**src/rtl/bip_run_sequencer.sv**
```systemverilog
// Run controller for the BIP accumulator CPU.
// Clears the CPU on start, gates decoder write enables in free-run or
// single-step mode until HLT, counts executed instructions (saturating),
// then sends ACC, PC and the count as six bytes over a start/busy UART
// handshake.
module bip_run_sequencer #(
  parameter int unsigned DATA_W = 16,
  parameter int unsigned PC_W   = 11,
  parameter int unsigned CNT_W  = 16
) (
  input  logic              clk,
  input  logic              rst_n,
  input  logic              start,
  input  logic              step_mode,
  input  logic              step,
  input  logic [4:0]        opcode,
  input  logic [DATA_W-1:0] acc,
  input  logic [PC_W-1:0]   pc,
  input  logic              tx_busy,
  output logic              cpu_en,
  output logic              cpu_clr,
  output logic              tx_start,
  output logic [7:0]        tx_data,
  output logic              busy,
  output logic              halted
);

  typedef enum logic [2:0] {
    S_IDLE,
    S_CLEAR,
    S_RUN,
    S_REP_SEND,
    S_REP_GUARD,
    S_REP_WAIT,
    S_DONE
  } state_t;

  localparam logic [4:0] OP_HLT = 5'b00000;

  state_t           state_q, state_d;
  logic [CNT_W-1:0] cnt_q, cnt_d;
  logic [2:0]       idx_q, idx_d;
  logic [15:0]      rep_acc_q, rep_acc_d;
  logic [15:0]      rep_pc_q, rep_pc_d;
  logic [15:0]      rep_cnt_q, rep_cnt_d;
  logic [7:0]       tx_data_q, tx_data_d;
  logic [7:0]       byte_sel;
  logic             cpu_clr_q, tx_start_q, busy_q, halted_q;
  logic             exec, run_ok, hlt_seen;

  // An instruction slot is taken every RUN cycle in free-run, only on step pulses otherwise.
  always_comb begin
    exec     = (state_q == S_RUN) && (!step_mode || step);
    run_ok   = exec && (opcode != OP_HLT);
    hlt_seen = exec && (opcode == OP_HLT);
    cpu_en   = run_ok;
  end

  // Next-state, counter, report snapshot and byte-index logic.
  always_comb begin
    state_d   = state_q;
    cnt_d     = cnt_q;
    idx_d     = idx_q;
    rep_acc_d = rep_acc_q;
    rep_pc_d  = rep_pc_q;
    rep_cnt_d = rep_cnt_q;
    case (state_q)
      S_IDLE: begin
        if (start) state_d = S_CLEAR;
      end
      S_CLEAR: begin
        cnt_d   = '0;
        state_d = S_RUN;
      end
      S_RUN: begin
        if (run_ok && (cnt_q != '1)) cnt_d = cnt_q + CNT_W'(1);
        if (hlt_seen) begin
          state_d   = S_REP_SEND;
          idx_d     = '0;
          rep_acc_d = 16'(acc);
          rep_pc_d  = 16'(pc);
          rep_cnt_d = 16'(cnt_q);
        end
      end
      S_REP_SEND:  state_d = S_REP_GUARD;
      S_REP_GUARD: state_d = S_REP_WAIT;
      S_REP_WAIT: begin
        if (!tx_busy) begin
          idx_d   = idx_q + 3'd1;
          state_d = (idx_q == 3'd5) ? S_DONE : S_REP_SEND;
        end
      end
      S_DONE: begin
        if (start) state_d = S_CLEAR;
      end
      default: state_d = S_IDLE;
    endcase
  end

  // Outputs are registered from the next state, so they line up with the state
  // they describe; the byte is picked from the next-cycle snapshot/index so the
  // first byte is correct on the same edge that takes the snapshot.
  always_comb begin
    byte_sel = '0;
    case (idx_d)
      3'd0: byte_sel = rep_acc_d[15:8];
      3'd1: byte_sel = rep_acc_d[7:0];
      3'd2: byte_sel = rep_pc_d[15:8];
      3'd3: byte_sel = rep_pc_d[7:0];
      3'd4: byte_sel = rep_cnt_d[15:8];
      3'd5: byte_sel = rep_cnt_d[7:0];
      default: byte_sel = '0;
    endcase
    tx_data_d = (state_d == S_REP_SEND) ? byte_sel : tx_data_q;
  end

  // State, counter and report registers.
  always_ff @(posedge clk or negedge rst_n) begin
    if (!rst_n) begin
      state_q   <= S_IDLE;
      cnt_q     <= '0;
      idx_q     <= '0;
      rep_acc_q <= '0;
      rep_pc_q  <= '0;
      rep_cnt_q <= '0;
    end else begin
      state_q   <= state_d;
      cnt_q     <= cnt_d;
      idx_q     <= idx_d;
      rep_acc_q <= rep_acc_d;
      rep_pc_q  <= rep_pc_d;
      rep_cnt_q <= rep_cnt_d;
    end
  end

  // Registered outputs.
  always_ff @(posedge clk or negedge rst_n) begin
    if (!rst_n) begin
      cpu_clr_q  <= 1'b0;
      tx_start_q <= 1'b0;
      tx_data_q  <= '0;
      busy_q     <= 1'b0;
      halted_q   <= 1'b0;
    end else begin
      cpu_clr_q  <= (state_d == S_CLEAR);
      tx_start_q <= (state_d == S_REP_SEND);
      tx_data_q  <= tx_data_d;
      busy_q     <= (state_d != S_IDLE);
      halted_q   <= (state_d == S_DONE);
    end
  end

  assign cpu_clr  = cpu_clr_q;
  assign tx_start = tx_start_q;
  assign tx_data  = tx_data_q;
  assign busy     = busy_q;
  assign halted   = halted_q;

endmodule

```
**config.mk**
```make
export PLATFORM = sky130hd
export DESIGN_NAME = bip_run_sequencer
export DESIGN_NICKNAME = d
export VERILOG_FILES = /design/src/rtl/bip_run_sequencer.sv
export SDC_FILE = /design/constraint.sdc
export NUM_CORES = 1
export LEC_CHECK = 0
export CAP_MARGIN = 20
export CORE_AREA = 2 2 89 91
export DETAILED_ROUTE_END_ITERATION = 6
export DIE_AREA = 0 0 91 93
export HOLD_SLACK_MARGIN = 0.03
export PLACE_DENSITY = 0.84
export REMOVE_ABC_BUFFERS = 1
export SETUP_SLACK_MARGIN = 0.05
export SYNTH_ARGS = -nofsm -noshare
export SYNTH_HDL_FRONTEND = slang
export SYNTH_SLANG_ARGS = --single-unit
```
**constraint.sdc**
```tcl
create_clock -name clk -period 2.9 [get_ports clk]
set_input_delay 0.725 -clock clk [delete_from_list [all_inputs] [get_ports clk]]
set_output_delay 0.725 -clock clk [all_outputs]
set_load 0.01 [all_outputs]
```
### Yosys cells after proc, flatten, opt, wreduce, memory -nomap -nowiden

Index checks and enable logic that the tools add are counted.

| storage, ports and cells | value |
|---|---|
| register bits after elaboration | 82 |
| bits of input ports | 38 |
| logic and storage cells | 61 |

| operators by class | value |
|---|---|
| add/subtract/negate cells | 2 |
| equal/unequal tests | 17 |
| muxes and demuxes | 17 |
| reduce and logical (&&, ||, !) cells | 14 |

Operator list:

| kind | number |
|---|---|
| 16-bit 2-to-1 mux | 7 |
| 8-bit one-hot mux with 6 select lines | 1 |
| 16-bit one-hot mux with 2 select lines | 1 |
| 3-bit == test, second input constant | 7 |
| 3-bit 2-to-1 mux | 6 |
| 3-bit one-hot mux with 6 select lines | 1 |
| 16-bit by 1-bit adder with 16-bit output, second input constant | 1 |
| 16-bit != test, second input constant | 1 |
| 3-bit by 2-bit == test with 1-bit output, second input constant | 5 |
| 3-bit by 1-bit == test with 1-bit output, second input constant | 3 |
| 3-bit zero test | 2 |
| 3-bit one-hot mux with 2 select lines | 1 |
| 5-bit zero test | 1 |
| 5-bit nonzero test | 1 |
| 1-bit logical AND | 4 |
| 3-bit by 1-bit adder with 3-bit output, second input constant | 1 |
| 3-bit nonzero test | 1 |
| 2-bit by 1-bit != test with 1-bit output, second input constant | 1 |
| 2-bit AND reduction | 1 |
| 2-bit nonzero test | 1 |
| 2-bit OR reduction | 1 |
| 1-bit zero test | 1 |
| 1-bit logical OR | 1 |

### Longest topological paths before layout

Gate-level depths: netlist of run 1.

| depth | value |
|---|---|
| word-level depth | 8 |
| gate-level depth with buffers | 11 |
| gate-level depth less buffers | 9 |

### Worst setup path before layout of run 1

Ideal clock, no wire load.

| timing path | value |
|---|---|
| path kind | input port to flip-flop |
| from | input opcode[1] |
| to | register tx_data_q[0] (netlist: tx_data[0]) |
| arrival time | 2294 ps |
| data required time | 2761 ps |
| slack | 467 ps |
| stages | 9 |
| buffers on the path | 2 |
| cells stage by stage | nor3_2 -> and4_1 -> buf_2 -> buf_6 -> mux2_2 -> nand4_1 -> o21ai_0 -> o21ai_1 -> a41oi_1 |

| on the way | value |
|---|---|
| elaborated cells on any way between the ends | 20 |
| those cells by class | eq/ne: 6; mux: 11; reduce/logical: 3 |

RTL lines:

| element | line | source |
|---|---|---|
| from (decl) | 16 | `input logic [4:0] opcode,` |
| 5-bit zero test | 55 | `hlt_seen = exec && (opcode == OP_HLT);` |
| 1-bit logical AND | 55 |  |
| 16-bit 2-to-1 mux | 77 | `if (hlt_seen) begin` |
| 16-bit 2-to-1 mux | 67 | `case (state_q)` |
| via rep_cnt_d[8] | 45 | `logic [15:0] rep_cnt_q, rep_cnt_d;` |
| 8-bit one-hot mux with 6 select lines | 105 | `case (idx_d)` |
| to (signal assigned) | 147 | `tx_data_q <= tx_data_d;` |
| to (decl) | 46 | `logic [7:0] tx_data_q, tx_data_d;` |

The timed path passes the listed nets, and every way through them passes these cells.
A chain may end at the register's enable or synchronous reset.

### Worst setup path in the final report of run 1

| timing path | value |
|---|---|
| from | input opcode[2] |
| to | register tx_data_q[6] (netlist: tx_data[6]) |

| on the way | value |
|---|---|
| cells in the longest elaborated chain, start to end | 6 |
| elaborated cells on any way between the ends | 20 |
| those cells by class | eq/ne: 6; mux: 11; reduce/logical: 3 |

Ends and longest elaborated chain:

| element | line |
|---|---|
| 5-bit zero test (*) | 55 |
| 1-bit logical AND (*) | 55 |
| 3-bit 2-to-1 mux | 77 |
| 3-bit one-hot mux with 2 select lines | 67 |
| 3-bit == test, or another cell as far along | 105 |
| 8-bit one-hot mux with 6 select lines | 105 |

Mark *: on every way between the ends. The rest lies on a longest branch, timed or not.

==> implementation parameters, run 1 <==
Parameter                              Value

Setup path
  Critical-path cell with the highest stage delay ... sky130_fd_sc_hd__clkdlybuf4s50_1
  Worst setup path class ... input port to flop
  Startpoint types ... input port
  Required time of the worst setup path ... 3.15 ns
  Length in cells of the worst reg-to-reg path ... 9
  CP endpoint kind ... flop
  Highest cell delay on the worst timing path ... 0.40 ns
  CP cell instances ... clkdlybuf4s50_1 -> nor2_1 -> buf_4 -> a31oi_4 -> a31o_1 -> nand2_4 -> inv_2 -> buf_12 -> mux2i_1 -> o22a_1 -> a31oi_1
  Critical path peak fanout ... 13
  Arrival time worst endpoint ... 2.87 ns

Placement
  Post-place instance area ... 4706 um^2
  Port Buffers ... 50
  Placer's final routability congestion estimate ... 0.8681
  Placed wire-length estimate ... 6305 um
  Setup Slack @ Placement ... -0.02332 ns

Yosys
  Mean cell area of the mapped netlist ... 9.804 um^2
  Sequential fraction of the synthesis area ... 0.5130
  Mapped Area ... 4000 um^2
  Yosys warns ... 0
  Most frequently used flop master after synthesis ... sky130_fd_sc_hd__dfrtp_1
  Post-synthesis instance total ... 408
  Number of enable flip-flop cells after synthesis ... 0
  Portion of synthesized cell area occupied by the leading cell type ... 0.5130
  Cell type with the highest aggregate area in the netlist ... sky130_fd_sc_hd__dfrtp_1
  Cell types with the largest area share after synthesis ... sky130_fd_sc_hd__dfrtp_1, sky130_fd_sc_hd__nand2_1, sky130_fd_sc_hd__mux2_2, sky130_fd_sc_hd__nor2_1, sky130_fd_sc_hd__o21ai_0
  Post-synthesis cell type count ... 51
  Post-synth ARST share ... 1.000
  Yosys reg bits ... 82

Clock network
  Later-pin clock latency in the skew report ... 0.34 ns
  Clock slew seen by the registers of the worst setup and hold paths ... 0.08 ns
  Root buf cell ... sky130_fd_sc_hd__clkbuf_8
  Clock tree from TritonCTS ... yes
  Clock buffer count from CTS ... 9
  Longest Clk Path Bufs ... 2
  H-Tree Depth ... 3
  Number of buffers inserted by post-CTS setup repair ... 0
  Number of clock sinks seen by CTS ... 82
  Count of instances resized after the clock tree is built ... 2
  Hold bufs inserted after CTS ... 0

STA
  Final clock skew ... 0.005171 ns
  Max-slew violation count ... 0
  Headroom to the max-slew limit ... 0.6744
  RSZ-0062 raised after global routing ... false
  Worst Slack Setup Final ... 0.2762 ns
  Hold_ws ... 0.3299 ns
  Min cycle time layout ... 2.624 ns
  Worst slew pin tran ... 0.4884 ns
  Achievable clock frequency ... 381.1 MHz
  Post-route setup TNS ... 0 ns
  Setup Viol. Count Final ... 0
  Part of the cycle the worst path needs ... 0.9048
  Final-report hold violation count ... 0

Die
  Width of the die ... 91 um
  Placeable core region ... 7527 um^2
  Die area ... 8463 um^2
  Placement row count ... 32
  Vertical extent of the die ... 93 um
  Effective utilization at floorplan ... 0.5314
  Top-Level Pins ... 51

Drt
  Count of antenna-violating nets left after detailed routing ... 0
  Number of DRC violations after detailed-routing iteration 0 ... 234
  Initial DRT Pass Iterations ... 4
  Remaining DRCs ... 0
  Via-per-instance ratio ... 5.567
  Wire length after detailed routing ... 8937 um
  Wirelength per Cell ... 15.49 um
  Overall via count from detail_route ... 3,212

Power and ir drop
  Total power per unit cell area ... 744.8 nW/um^2
  Portion of total power attributed to combinational logic ... 0.352
  Clk network pwr share ... 0.230
  Largest voltage drop on the vdd net ... 0.5094 mV
  Power Total ... 3.656 mW
  Sequential fraction of design power ... 0.418
  Total internal power ... 2.390 mW
  Net switching power figure ... 1.265 mW
  Switching share of power ... 0.3461
  Leakage power ... 2.291 nW

Run status
  Status ... finished clean

Final layout
  Post-route cell area ... 4908 um^2
  Net total in the final layout ... 511
  Share of layout cells above drive strength 1 ... 0.1621
  Syn-to-layout area delta ... 22.71%
  Final antenna diode count ... 0

GRT
  Vias in the first global route ... 3,282
  Total GRT Usage ... 0.2218
  Maximum number of pins on one net before global-route repair ... 47
  Global-route wire length before repair ... 15,020 um
  Global-route congestion overflow total ... 0
  Initial antenna violation count ... 0

Flow run
  Max-capacitance violation count ... 0

Hold path
  Hold crit path type ... input port to asynchronous set/reset pin
## cell usage after synthesis (2+ instances only)
master / count
sky130_fd_sc_hd__and3_1: 9
sky130_fd_sc_hd__a21o_1: 3
sky130_fd_sc_hd__o22a_1: 2
sky130_fd_sc_hd__buf_2: 9
sky130_fd_sc_hd__inv_2: 3
sky130_fd_sc_hd__mux2_1: 2
sky130_fd_sc_hd__and2_1: 6
sky130_fd_sc_hd__dfrtp_1: 82
sky130_fd_sc_hd__o21ai_0: 18
sky130_fd_sc_hd__nor3_1: 3
sky130_fd_sc_hd__nor4_1: 2
sky130_fd_sc_hd__mux2i_1: 4
sky130_fd_sc_hd__ha_1: 3
sky130_fd_sc_hd__o211ai_1: 2
sky130_fd_sc_hd__nand3_1: 12
sky130_fd_sc_hd__inv_1: 3
sky130_fd_sc_hd__xor2_1: 4
sky130_fd_sc_hd__nand4_1: 13
sky130_fd_sc_hd__xnor2_1: 10
sky130_fd_sc_hd__nor3_2: 2
sky130_fd_sc_hd__a41oi_1: 5
sky130_fd_sc_hd__and4_1: 2
sky130_fd_sc_hd__nor3b_1: 2
sky130_fd_sc_hd__mux2_2: 21
sky130_fd_sc_hd__nor2b_1: 5
sky130_fd_sc_hd__buf_4: 3
sky130_fd_sc_hd__buf_6: 4
sky130_fd_sc_hd__a31oi_1: 3
sky130_fd_sc_hd__o21ai_1: 2
sky130_fd_sc_hd__nand2_1: 102
sky130_fd_sc_hd__a21oi_1: 9
sky130_fd_sc_hd__nor2_1: 30
sky130_fd_sc_hd__or2_2: 2
sky130_fd_sc_hd__nand2b_1: 6
sky130_fd_sc_hd__clkbuf_1: 4
## worst max-delay path, delay by kind of cell
family,cells,cell delay [ns]
mux,1,0.11
compound gates,4,0.79
buf+inv,4,0.86
simple gates,2,0.39
## placed cells by master (no fill, tap or decap), drive strengths merged, types with 9 or more instances in the layout
cell	instances
dfrtp	82
xnor2	10
mux2	23
nand2	103
nor2	30
clkbuf	10
a21oi	9
and3	9
o21ai	20
clkdlybuf4s50	48
nand3	12
nand4	13
buf	22
## path summary, 6_finish.rpt
check	start	end	slack, ns
max	opcode[2]	tx_data[6]	0.28
min	rst_n	state_q[2]	0.33
max reg2reg	state_q[0]	tx_data[6]	0.48
min reg2reg	rep_acc_q[11]	rep_acc_q[11]	0.46
max in group asynchronous	rst_n	rep_cnt_q[3]	1.97
min in group clk	rep_acc_q[11]	rep_acc_q[11]	0.46
## kinds of logic after synthesis
family / Yosys count / synth area share
muxes: 27 / 0.07476
AOI/OAI and AO/OA: 54 / 0.09665
and+or+nand+nor: 201 / 0.2355
DFF: 82 / 0.5130
adders and majority gates: 4 / 0.01189
buffers and inverters: 26 / 0.03753
xor gates and xnor gates: 14 / 0.03065
## per-layer routing
| metal | part of all wire | vias to the layer above | GRT usage |
|---|---|---|---|
| met2 | 0.51 | 96 | 0.3796 |
| met5 | 0 | - | 0 |
| met1 | 0.43 | 1577 | 0.2838 |
| met4 | 0.017 | 0 | 0.08712 |
| met3 | 0.044 | 19 | 0.03707 |
| li1 | - | 1520 | - |
## registers in the layout (all words and copies together) (netlist names)
signal     flops
rep_pc_q      16
state_q        3
rep_cnt_q     16
cpu_clr        1
idx_q          3
tx_start       1
busy           1
halted         1
tx_data        8
cnt_q         16
rep_acc_q     16
## stage by stage
| stage | instances | util |
|---|---|---|
| final | 577 | 0.6521 |
| after global routing | 577 | 0.6521 |
| after CTS | 577 | 0.6521 |
| after detailed placement | 561 | 0.6252 |
| after global placement | 561 | 0.6252 |
| after floorplan | 388 | - |
## cell type report
| class | count | area, um^2 |
|---|---|---|
| timing repair buffer | 71 | 704.4 |
| clock buffer | 10 | 137.6 |
| clock inverter | 6 | 65.06 |
| multi-input combinational | 300 | 1798 |
| sequential | 82 | 2053 |
| tap | 102 | 127.6 |
| fill | 611 | 2619 |
| inverter | 6 | 22.52 |
## power by group through the flow
stage	Sequential [mW]	Clock (mW)	Combinational, mW
floorplan	1.55	0	0.713
global placement	1.53	0	1.23
detailed placement	1.55	0	1.27
CTS	1.53	0.848	1.28
global route	1.56	0.904	1.42
finish	1.53	0.842	1.29
Note: power is estimated with default switching activity, not from simulation.
==> inputs of run 2 (changes only) <==
--- a/config.mk
+++ b/config.mk
@@ -12,7 +12,7 @@
 export HOLD_SLACK_MARGIN = 0.03
 export PLACE_DENSITY = 0.84
 export REMOVE_ABC_BUFFERS = 1
-export SETUP_SLACK_MARGIN = 0.05
+export SETUP_SLACK_MARGIN = 0.3
 export SYNTH_ARGS = -nofsm -noshare
 export SYNTH_HDL_FRONTEND = slang
 export SYNTH_SLANG_ARGS = --single-unit
==> run 2 against run 1 <==
  * Cell area is 2.3% higher
  * Total power is 1.0% higher
  * Worst hold slack worse by 0.0054 ns
  * Highest routed layer unchanged
==> implementation parameters, run 2 (synthesized netlist as in run 1, its figures left out) <==
Parameter                              Value

Run status
  Status ... finished clean

Power and ir drop
  Largest voltage drop on the vdd net ... 0.5119 mV
  Power Total ... 3.693 mW
  Total power per unit cell area ... 735.5 nW/um^2
  Leakage power ... 2.355 nW

GRT
  Vias in the first global route ... 3,282
  Initial antenna violation count ... 0
  Total GRT Usage ... 0.2218
  Global-route wire length before repair ... 15,020 um
  Maximum number of pins on one net before global-route repair ... 47
  Global-route congestion overflow total ... 0

Placement
  Placer's final routability congestion estimate ... 0.8681
  Setup Slack @ Placement ... -0.02332 ns
  Port Buffers ... 50
  Post-place instance area ... 4706 um^2
  Placed wire-length estimate ... 6305 um
  Placed cell count ... 561

Drt
  Initial DRT Pass Iterations ... 4
  Count of antenna-violating nets left after detailed routing ... 0
  Overall via count from detail_route ... 3,269
  Wire length after detailed routing ... 9467 um
  Via-per-instance ratio ... 5.636
  Remaining DRCs ... 0
  Number of DRC violations after detailed-routing iteration 0 ... 175
  Wirelength per Cell ... 16.32 um

Die
  Placement row count ... 32
  Width of the die ... 91 um
  Placeable core region ... 7527 um^2
  Top-Level Pins ... 51
  Effective utilization at floorplan ... 0.5314
  Vertical extent of the die ... 93 um
  Die area ... 8463 um^2

Setup path
  Critical-path cell with the highest stage delay ... sky130_fd_sc_hd__dfrtp_1
  Arrival time worst endpoint ... 1.82 ns
  Largest delay contributor family on the critical path ... flip-flops
  Highest cell delay on the worst timing path ... 0.49 ns
  Worst setup path class ... flop to output port
  Critical path peak fanout ... 11
  Startpoint types ... flop
  Required time of the worst setup path ... 2.17 ns
  Critical path buffer and inverter count ... 1
  CP cell instances ... or3b_4 -> a211oi_4 -> dlygate4sd2_1
  CP endpoint kind ... output port

STA
  Post-route setup TNS ... 0 ns
  Final-report hold violation count ... 0
  Part of the cycle the worst path needs ... 0.8772
  Max-slew violation count ... 0
  Achievable clock frequency ... 393.1 MHz
  Hold_ws ... 0.3245 ns
  Final clock skew ... 0.005774 ns
  Worst slew pin tran ... 0.4930 ns
  Worst Slack Setup Final ... 0.3561 ns
  Headroom to the max-slew limit ... 0.6706
  RSZ-0062 raised after global routing ... false
  Min cycle time layout ... 2.544 ns
  Setup Viol. Count Final ... 0

Final layout
  Most frequent cells in the layout ... sky130_fd_sc_hd__nand2_1, sky130_fd_sc_hd__dfrtp_1, sky130_fd_sc_hd__clkdlybuf4s50_1
  Share of layout cells above drive strength 1 ... 0.1799
  Post-route insts no fill ... 580
  Commonest non-fill, non-tap cell in the layout ... sky130_fd_sc_hd__nand2_1
  Final core area utilization ... 0.6671
  Post-route cell area ... 5021 um^2
  Net total in the final layout ... 514
  Final antenna diode count ... 0
  Syn-to-layout area delta ... 25.52%

Clock network
  Clock buffer count from CTS ... 9
  Number of clock sinks seen by CTS ... 82
  Later-pin clock latency in the skew report ... 0.35 ns
  Clock slew seen by the registers of the worst setup and hold paths ... 0.08 ns
  Longest Clk Path Bufs ... 2
  Clock tree from TritonCTS ... yes
  H-Tree Depth ... 3
  Root buf cell ... sky130_fd_sc_hd__clkbuf_8

Flow run
  Max-capacitance violation count ... 0

Hold path
  Hold crit path type ... input port to asynchronous set/reset pin
==> run 2: changes by cell type in the layout (fill, tap and decap cells not counted), moves of 2 or more <==
cell and change:
sky130_fd_sc_hd__o21ai_0 -2, sky130_fd_sc_hd__clkbuf_16 +2, sky130_fd_sc_hd__clkdlybuf4s50_1 -3, sky130_fd_sc_hd__o21ai_1 +2
sky130_fd_sc_hd__dlymetal6s2s_1 +3
==> run 2: worst reg2reg max path, cell delays in order, from the launching register on <==
cell                        delay [ns]
sky130_fd_sc_hd__dfrtp_1          0.49
sky130_fd_sc_hd__nor3b_1          0.47
sky130_fd_sc_hd__and4_4           0.38
sky130_fd_sc_hd__buf_12           0.12
sky130_fd_sc_hd__clkbuf_16        0.16
sky130_fd_sc_hd__mux2_2           0.36
sky130_fd_sc_hd__nand4_1          0.09
sky130_fd_sc_hd__o21ai_0          0.09
sky130_fd_sc_hd__nand2_1          0.07
sky130_fd_sc_hd__a41oi_1          0.11
==> run 2: worst paths after layout <==
path	end	cells past startpoint	startpoint	slack, ns
setup / recovery	cpu_en	3	state_q[0]	0.36
hold / removal	state_q[2]	1	rst_n	0.32
setup reg to reg	tx_data[0]	9	state_q[0]	0.43
hold reg to reg	rep_acc_q[11]	2	rep_acc_q[11]	0.46
max in group asynchronous	tx_data[0]	2	rst_n	1.98
min in group clk	rep_acc_q[11]	2	rep_acc_q[11]	0.46
==> run 2: repair_timing <==
action / 4_1_cts / 5_1_grt
gates cloned: 0 / 2
pin swaps: 0 / 4
hold buffers: 0 / 0
setup endpoints to repair: 2 / 9
gates resized for setup: 3 / 13
setup buffers: 0 / 1
==> run 2: power breakdown <==
part,leakage [nW],internal [mW],switching (mW)
sequential,1.11,1.37,0.161
combinational,1.14,0.606,0.708
clock,0.103,0.423,0.421
==> run 2: metal layers <==
layer	share of wire	track usage	vias up
met5	0	0	-
met4	0.023	0.08712	0
met3	0.047	0.03707	24
met2	0.51	0.3796	114
met1	0.42	0.2838	1607
li1	-	-	1524
==> run 2: area by class of cell <==
type                    count  area, um^2
clock buffers              10       137.6
clock inverters             6       65.06
fillers                   601        2506
inverters                   6       25.02
multi-input cells         300        1831
flip-flops and latches     82        2053
well taps                 102       127.6
repair buffers             74       782.0
